===== src/rtl/cache_pkg.sv =====
// Shared definitions for the set-associative read cache.
// Holds the controller state encoding and the line offset width.
package cache_pkg;

    localparam int OFFSET_BITS = 2;

    typedef enum logic [1:0] {
        IDLE,
        LOOKUP,
        REFILL,
        RESPOND
    } state_t;

    // A one-way cache still needs a 1-bit way number to keep port widths legal.
    function automatic int way_bits(input int ways);
        return (ways > 1) ? $clog2(ways) : 1;
    endfunction

endpackage


===== src/rtl/cache_lru.sv =====
// Per-set replacement state: 1-bit LRU for two ways, tree-PLRU for four ways.
// Picks the victim as the lowest invalid way, else the least recently used way.
module cache_lru
    import cache_pkg::*;
#(
    parameter int SETS = 16,
    parameter int WAYS = 2
) (
    input  logic                      clk,
    input  logic                      rst_n,
    input  logic                      update,
    input  logic [$clog2(SETS)-1:0]   index,
    input  logic [way_bits(WAYS)-1:0] update_way,
    input  logic [WAYS-1:0]           valid_mask,
    output logic [way_bits(WAYS)-1:0] victim_way
);

    localparam int WB = way_bits(WAYS);

    logic [WB-1:0] lru_way;

    generate
        if (WAYS == 1) begin : g_direct
            logic unused_lru;
            assign unused_lru = ^{clk, rst_n, update, index, update_way};
            assign lru_way    = '0;
        end else begin : g_plru
            logic [WAYS-2:0] tree [SETS];
            logic [WAYS-2:0] cur_tree;
            logic [WAYS-2:0] next_tree;

            assign cur_tree = tree[index];

            always_ff @(posedge clk or negedge rst_n) begin
                if (!rst_n) begin
                    for (int s = 0; s < SETS; s++) begin
                        tree[s] <= '0;
                    end
                end else if (update) begin
                    tree[index] <= next_tree;
                end
            end

            if (WAYS == 2) begin : g_two
                // The stored bit names the way that was not touched last.
                assign next_tree = ~update_way;
                assign lru_way   = cur_tree;
            end else begin : g_four
                // Bit 0 picks the colder half; bits 1 and 2 pick within each half.
                always_comb begin
                    next_tree    = cur_tree;
                    next_tree[0] = ~update_way[1];
                    if (update_way[1]) begin
                        next_tree[2] = ~update_way[0];
                    end else begin
                        next_tree[1] = ~update_way[0];
                    end
                end
                assign lru_way = cur_tree[0] ? {1'b1, cur_tree[2]} : {1'b0, cur_tree[1]};
            end
        end
    endgenerate

    always_comb begin
        victim_way = lru_way;
        for (int w = WAYS - 1; w >= 0; w--) begin
            if (!valid_mask[w]) begin
                victim_way = WB'(w);
            end
        end
    end

endmodule


===== src/rtl/assoc_cache.sv =====
// Set-associative read cache with one word per line, PLRU replacement and set/global flush.
// A miss stalls in REFILL until main memory strobes the line back.
module assoc_cache
    import cache_pkg::*;
#(
    parameter int ADDRESS_WIDTH = 32,
    parameter int DATA_WIDTH    = 32,
    parameter int SETS          = 16,
    parameter int WAYS          = 2
) (
    input  logic                     iCLK,
    input  logic                     iRSTn,
    input  logic                     iReq,
    input  logic [ADDRESS_WIDTH-1:0] iAddress,
    output logic                     oReady,
    output logic                     oValid,
    output logic [DATA_WIDTH-1:0]    oData,
    output logic                     oHit,
    output logic                     oMemReq,
    output logic [ADDRESS_WIDTH-1:0] oMainMemoryAddress,
    input  logic                     iMemValid,
    input  logic [DATA_WIDTH-1:0]    iMainMemoryData,
    input  logic                     iFlush,
    input  logic [$clog2(SETS)-1:0]  iFlushIndex,
    input  logic                     iFlushAll
);

    localparam int INDEX_BITS = $clog2(SETS);
    localparam int LINE_BITS  = ADDRESS_WIDTH - OFFSET_BITS;
    localparam int TAG_BITS   = LINE_BITS - INDEX_BITS;
    localparam int WB         = way_bits(WAYS);

    state_t                state;
    state_t                next_state;
    logic [LINE_BITS-1:0]  req_line;
    logic [INDEX_BITS-1:0] req_index;
    logic [TAG_BITS-1:0]   req_tag;
    logic [WAYS-1:0]       valid_q [SETS];
    logic [WAYS-1:0]       set_valid;
    logic [WAYS-1:0]       hit_vec;
    logic [TAG_BITS-1:0]   way_tag [WAYS];
    logic [DATA_WIDTH-1:0] way_data [WAYS];
    logic [WB-1:0]         hit_way;
    logic [WB-1:0]         victim_way;
    logic [WB-1:0]         touch_way;
    logic                  lookup_hit;
    logic                  capture;
    logic                  hit_en;
    logic                  miss_en;
    logic                  fill_en;
    logic                  unused_offset;

    // Lines are one word wide, so the byte offset never reaches the arrays.
    assign unused_offset = ^iAddress[OFFSET_BITS-1:0];

    assign req_index = req_line[INDEX_BITS-1:0];
    assign req_tag   = req_line[LINE_BITS-1:INDEX_BITS];
    assign set_valid = valid_q[req_index];

    always_ff @(posedge iCLK or negedge iRSTn) begin
        if (!iRSTn) begin
            state <= IDLE;
        end else begin
            state <= next_state;
        end
    end

    always_comb begin
        next_state = state;
        unique case (state)
            IDLE:    if (iReq) next_state = LOOKUP;
            LOOKUP:  next_state = lookup_hit ? IDLE : REFILL;
            REFILL:  if (iMemValid) next_state = RESPOND;
            RESPOND: next_state = IDLE;
            default: next_state = IDLE;
        endcase
    end

    always_comb begin
        oReady  = (state == IDLE);
        capture = (state == IDLE) && iReq;
        hit_en  = (state == LOOKUP) && lookup_hit;
        miss_en = (state == LOOKUP) && !lookup_hit;
        fill_en = (state == REFILL) && iMemValid;
    end

    // Valid bits come straight from the flops, so a same-cycle flush cannot hide a hit.
    always_comb begin
        hit_vec = '0;
        hit_way = '0;
        for (int w = 0; w < WAYS; w++) begin
            hit_vec[w] = set_valid[w] && (way_tag[w] == req_tag);
        end
        for (int w = WAYS - 1; w >= 0; w--) begin
            if (hit_vec[w]) begin
                hit_way = WB'(w);
            end
        end
    end

    assign lookup_hit = |hit_vec;

    generate
        for (genvar w = 0; w < WAYS; w++) begin : g_way
            logic [TAG_BITS-1:0]   tag_ram  [SETS];
            logic [DATA_WIDTH-1:0] data_ram [SETS];

            always_ff @(posedge iCLK) begin
                if (fill_en && (victim_way == WB'(w))) begin
                    tag_ram[req_index]  <= req_tag;
                    data_ram[req_index] <= iMainMemoryData;
                end
            end

            assign way_tag[w]  = tag_ram[req_index];
            assign way_data[w] = data_ram[req_index];
        end
    endgenerate

    // Flush is applied after the refill write so it wins when both hit one set.
    always_ff @(posedge iCLK or negedge iRSTn) begin
        if (!iRSTn) begin
            for (int s = 0; s < SETS; s++) begin
                valid_q[s] <= '0;
            end
        end else begin
            if (fill_en) begin
                valid_q[req_index][victim_way] <= 1'b1;
            end
            if (iFlushAll) begin
                for (int s = 0; s < SETS; s++) begin
                    valid_q[s] <= '0;
                end
            end else if (iFlush) begin
                valid_q[iFlushIndex] <= '0;
            end
        end
    end

    assign touch_way = hit_en ? hit_way : victim_way;

    cache_lru #(
        .SETS (SETS),
        .WAYS (WAYS)
    ) u_lru (
        .clk        (iCLK),
        .rst_n      (iRSTn),
        .update     (hit_en | fill_en),
        .index      (req_index),
        .update_way (touch_way),
        .valid_mask (set_valid),
        .victim_way (victim_way)
    );

    // Memory request and address are loaded once on a miss and held until the refill lands.
    always_ff @(posedge iCLK or negedge iRSTn) begin
        if (!iRSTn) begin
            req_line           <= '0;
            oValid             <= 1'b0;
            oHit               <= 1'b0;
            oData              <= '0;
            oMemReq            <= 1'b0;
            oMainMemoryAddress <= '0;
        end else begin
            oValid <= hit_en | fill_en;
            if (capture) begin
                req_line <= iAddress[ADDRESS_WIDTH-1:OFFSET_BITS];
            end
            if (hit_en) begin
                oData <= way_data[hit_way];
                oHit  <= 1'b1;
            end
            if (miss_en) begin
                oMemReq            <= 1'b1;
                oMainMemoryAddress <= {req_line, {OFFSET_BITS{1'b0}}};
            end
            if (fill_en) begin
                oData   <= iMainMemoryData;
                oHit    <= 1'b0;
                oMemReq <= 1'b0;
            end
        end
    end

endmodule

===== config.mk =====
export PLATFORM = sky130hd
export DESIGN_NAME = assoc_cache
export DESIGN_NICKNAME = d
export VERILOG_FILES = /design/src/rtl/cache_pkg.sv /design/src/rtl/cache_lru.sv /design/src/rtl/assoc_cache.sv
export SDC_FILE = /design/constraint.sdc
export NUM_CORES = 2
export LEC_CHECK = 0
export CAP_MARGIN = 20
export CORE_MARGIN = 3
export CORE_UTILIZATION = 40
export DETAILED_ROUTE_END_ITERATION = 8
export GPL_ROUTABILITY_DRIVEN = 0
export PLACE_DENSITY = 0.63
export RECOVER_POWER = 50
export SYNTH_ARGS = -nofsm -noshare
export SYNTH_HDL_FRONTEND = slang
export SYNTH_SLANG_ARGS = --single-unit

===== constraint.sdc =====
create_clock -name iCLK -period 11 [get_ports iCLK]
set_input_delay 2.2 -clock iCLK [delete_from_list [all_inputs] [get_ports iCLK]]
set_output_delay 2.2 -clock iCLK [all_outputs]
set_load 0.02 [all_outputs]

==> metrics.txt <==
flop2flop setup slack 4.24 ns; minimum clock period 7.662 ns; initial antenna violation count 8; #FFs+latches synth 2001; commonest non-fill, non-tap cell in the layout edfxtp_1; Hold Crit Class register to register; WP buf/inv 2; most frequent cells in the layout edfxtp_1, mux4_2, mux2i_1, clkbuf_16, dfrtp_1; fin nets 3988; Max Root-Sink Buffers 3; ys flop type edfxtp_1; gr usage total 19.74%; die height 449.2 um; f_max 130.5 MHz; setup bufs post-CTS 0; Pins Over Slew Limit 1096; number of global-route vias before repair 39010; first-pass GRT wire length 288.7 mm; Syn Inst Count 3639; WL/cell 29.81 um; CP Max Fanout 60; hold_buf cts 0; RSZ-0062 raised after global routing no; slowest stage delay, CP 2.72 ns; mapped cell area 78580 um2; die area 201800 um2; Final Power 23.35 mW; post-placement cell count 6324; CP endpoint kind async pin; period utilisation layout 69.66%; Congestion Overflow GR 0; core footprint 195200 um2; failing checks max-capacitance violations, max-slew violations; DRT iter0 DRCs 4686; Crit Path Category primary input to async pin; CP Launch Type primary input; Avg Cell Area, Syn 21.59 um2; drt pass-1 iters 6; CP required 11.09 ns; pwr dens 259.9 nW/um2; skew final 0.07455 ns; Arr. time, crit path 7.75 ns; Resized Gates After CTS 0; clock slew at reported path FFs 0.06 ns; Lkg Pwr 28.76 nW; critical path's slowest cell clkbuf_1; P&R area growth vs syn 14.35%; synth unique cells 78; status complete, but fails checks; setup_tns 0 ns; count of final setup violators 0; largest net degree at the start of global routing 142; share of layout cells above drive strength 1 25.23%; # IOs 142; dpl hpwl 105.8 mm; EDFF count, synth 1856; VDD IR max 0.0002219 V; Routed WL 200.1 mm; port buffer count 137; Slew @ Worst Pin 3.955 ns; final hold vios 0; Critical Path, Cell by Cell clkbuf_1 -> clkbuf_1; post-route ant nets 0; clk root buf clkbuf_16; Max Cap Viol 27; H-Tree Depth 4; row cnt 162; total CTS buffers 200; Sink Count 2001; Yosys warnings 0; via-per-instance ratio 5.699; vias 38260; register area share after synthesis 75.54%; Min Hold Slack 0.4877 ns; Initial Utilization 40.26%; Final Non-Filler Cells 6712; Relative slew margins -163.6%; crit-path most repeated cell clkbuf_1; Post-synth ARST share 7.246%; TritonCTS clock tree done; Die Wd 449.2 um; Clk Latency, worst-skew pair 0.85 ns; DRC 0; largest delay contributor family on the critical path buffers and inverters
==> flip-flops by register name, indices dropped and copies added, names as in the netlist, named ones only <==
register and count:
g_way.tag_ram 832, oHit 1, valid_q 32, state 1
oMemReq 1, req_line 30, oMainMemoryAddress 30, u_lru.g_plru.tree 16
oData 32, oValid 1, g_way.data_ram 1024
==> routing by layer <==
metal / vias up / wire, um / GRT usage (%)
li1: 15730 / - / -
met1: 20670 / 82200 / 27.59
met2: 1571 / 98850 / 32.42
met3: 277 / 14760 / 3.577
met4: 8 / 4225 / 4.479
met5: - / 55 / 0
==> path summary, 6_finish.rpt <==
kind	to	depth (start not counted)	startpoint
max in group iCLK	oData[21]	13	req_line[24]
worst min-delay path	oMainMemoryAddress[27]	1	oMainMemoryAddress[27]
worst max register to register	oData[21]	13	req_line[24]
worst min register to register	oMainMemoryAddress[27]	1	oMainMemoryAddress[27]
min in group asynchronous	oMainMemoryAddress[16]	1	iRSTn
worst max-delay path	u_lru.g_plru.tree[15]	2	iRSTn
==> stage by stage <==
stage          instance area [um2]  utilization [%]  setup WS [ns]
2_1_floorplan                78590                -          2.161
3_3_place_gp                 83350            42.70          4.497
3_5_place_dp                 83370            42.71          4.421
4_1_cts                      89930            46.07          4.402
5_1_grt                      89860            46.03          2.489
6_report                     89860            46.04          3.338
==> where the power goes <==
part	total [mW]	switching, mW	leakage (nW)	internal, mW
Combinational	7.17	4.14	7.06	3.03
Clock	6.71	2.93	3.19	3.78
Sequential	9.47	0.279	18.5	9.20
==> area by class of cell <==
cell class / count / area, um2
Clock inverter: 105 / 1044
Antenna cell: 1 / 2.502
Clock buffer: 270 / 5510
Inverter: 47 / 176.4
Timing Repair Buffer: 282 / 2399
Multi-Input combinational cell: 1382 / 18070
Sequential cell: 2001 / 59380
Fill cell: 16140 / 105300
Tap cell: 2624 / 3283
==> logic make-up after synthesis <==
family | synth area share (%)
AO/OA/AOI/OAI | 2.820
XOR/XNOR | 0.7468
buffers and inverters | 1.737
flip-flops | 75.54
multiplexers | 17.51
other | 0.004772
AND/OR/NAND/NOR | 1.635
==> cells in the mapped netlist, types with 4 or more instances <==
cell type | number | area (um2)
inv_1 | 44 | 165.2
nand3_1 | 10 | 50.05
a22o_1 | 5 | 43.79
a211o_1 | 4 | 35.03
o211ai_1 | 5 | 37.54
and3_1 | 4 | 25.02
nor4_1 | 7 | 43.79
edfxtp_1 | 1856 | 55730
clkbuf_1 | 79 | 296.5
a31oi_1 | 13 | 81.33
buf_2 | 71 | 355.3
o22ai_1 | 19 | 118.9
a221oi_2 | 30 | 450.4
nor2b_1 | 15 | 93.84
a211oi_1 | 8 | 60.06
a221oi_1 | 17 | 148.9
nor3_1 | 41 | 205.2
buf_4 | 32 | 240.2
mux2i_1 | 223 | 2232
buf_6 | 18 | 202.7
nor2_1 | 64 | 240.2
nand2b_1 | 13 | 81.33
xnor2_1 | 49 | 429.2
mux2_2 | 92 | 1036
nand4_1 | 7 | 43.79
buf_1 | 5 | 18.77
nand2_1 | 66 | 247.7
xor2_1 | 18 | 157.7
nor3_2 | 5 | 50.05
a22oi_1 | 51 | 382.9
and2_1 | 7 | 43.79
o21ai_0 | 23 | 115.1
dfrtp_1 | 145 | 3628
o21a_1 | 35 | 262.8
a21oi_1 | 24 | 120.1
mux4_2 | 465 | 10470
(Power assumes the default switching activity.)
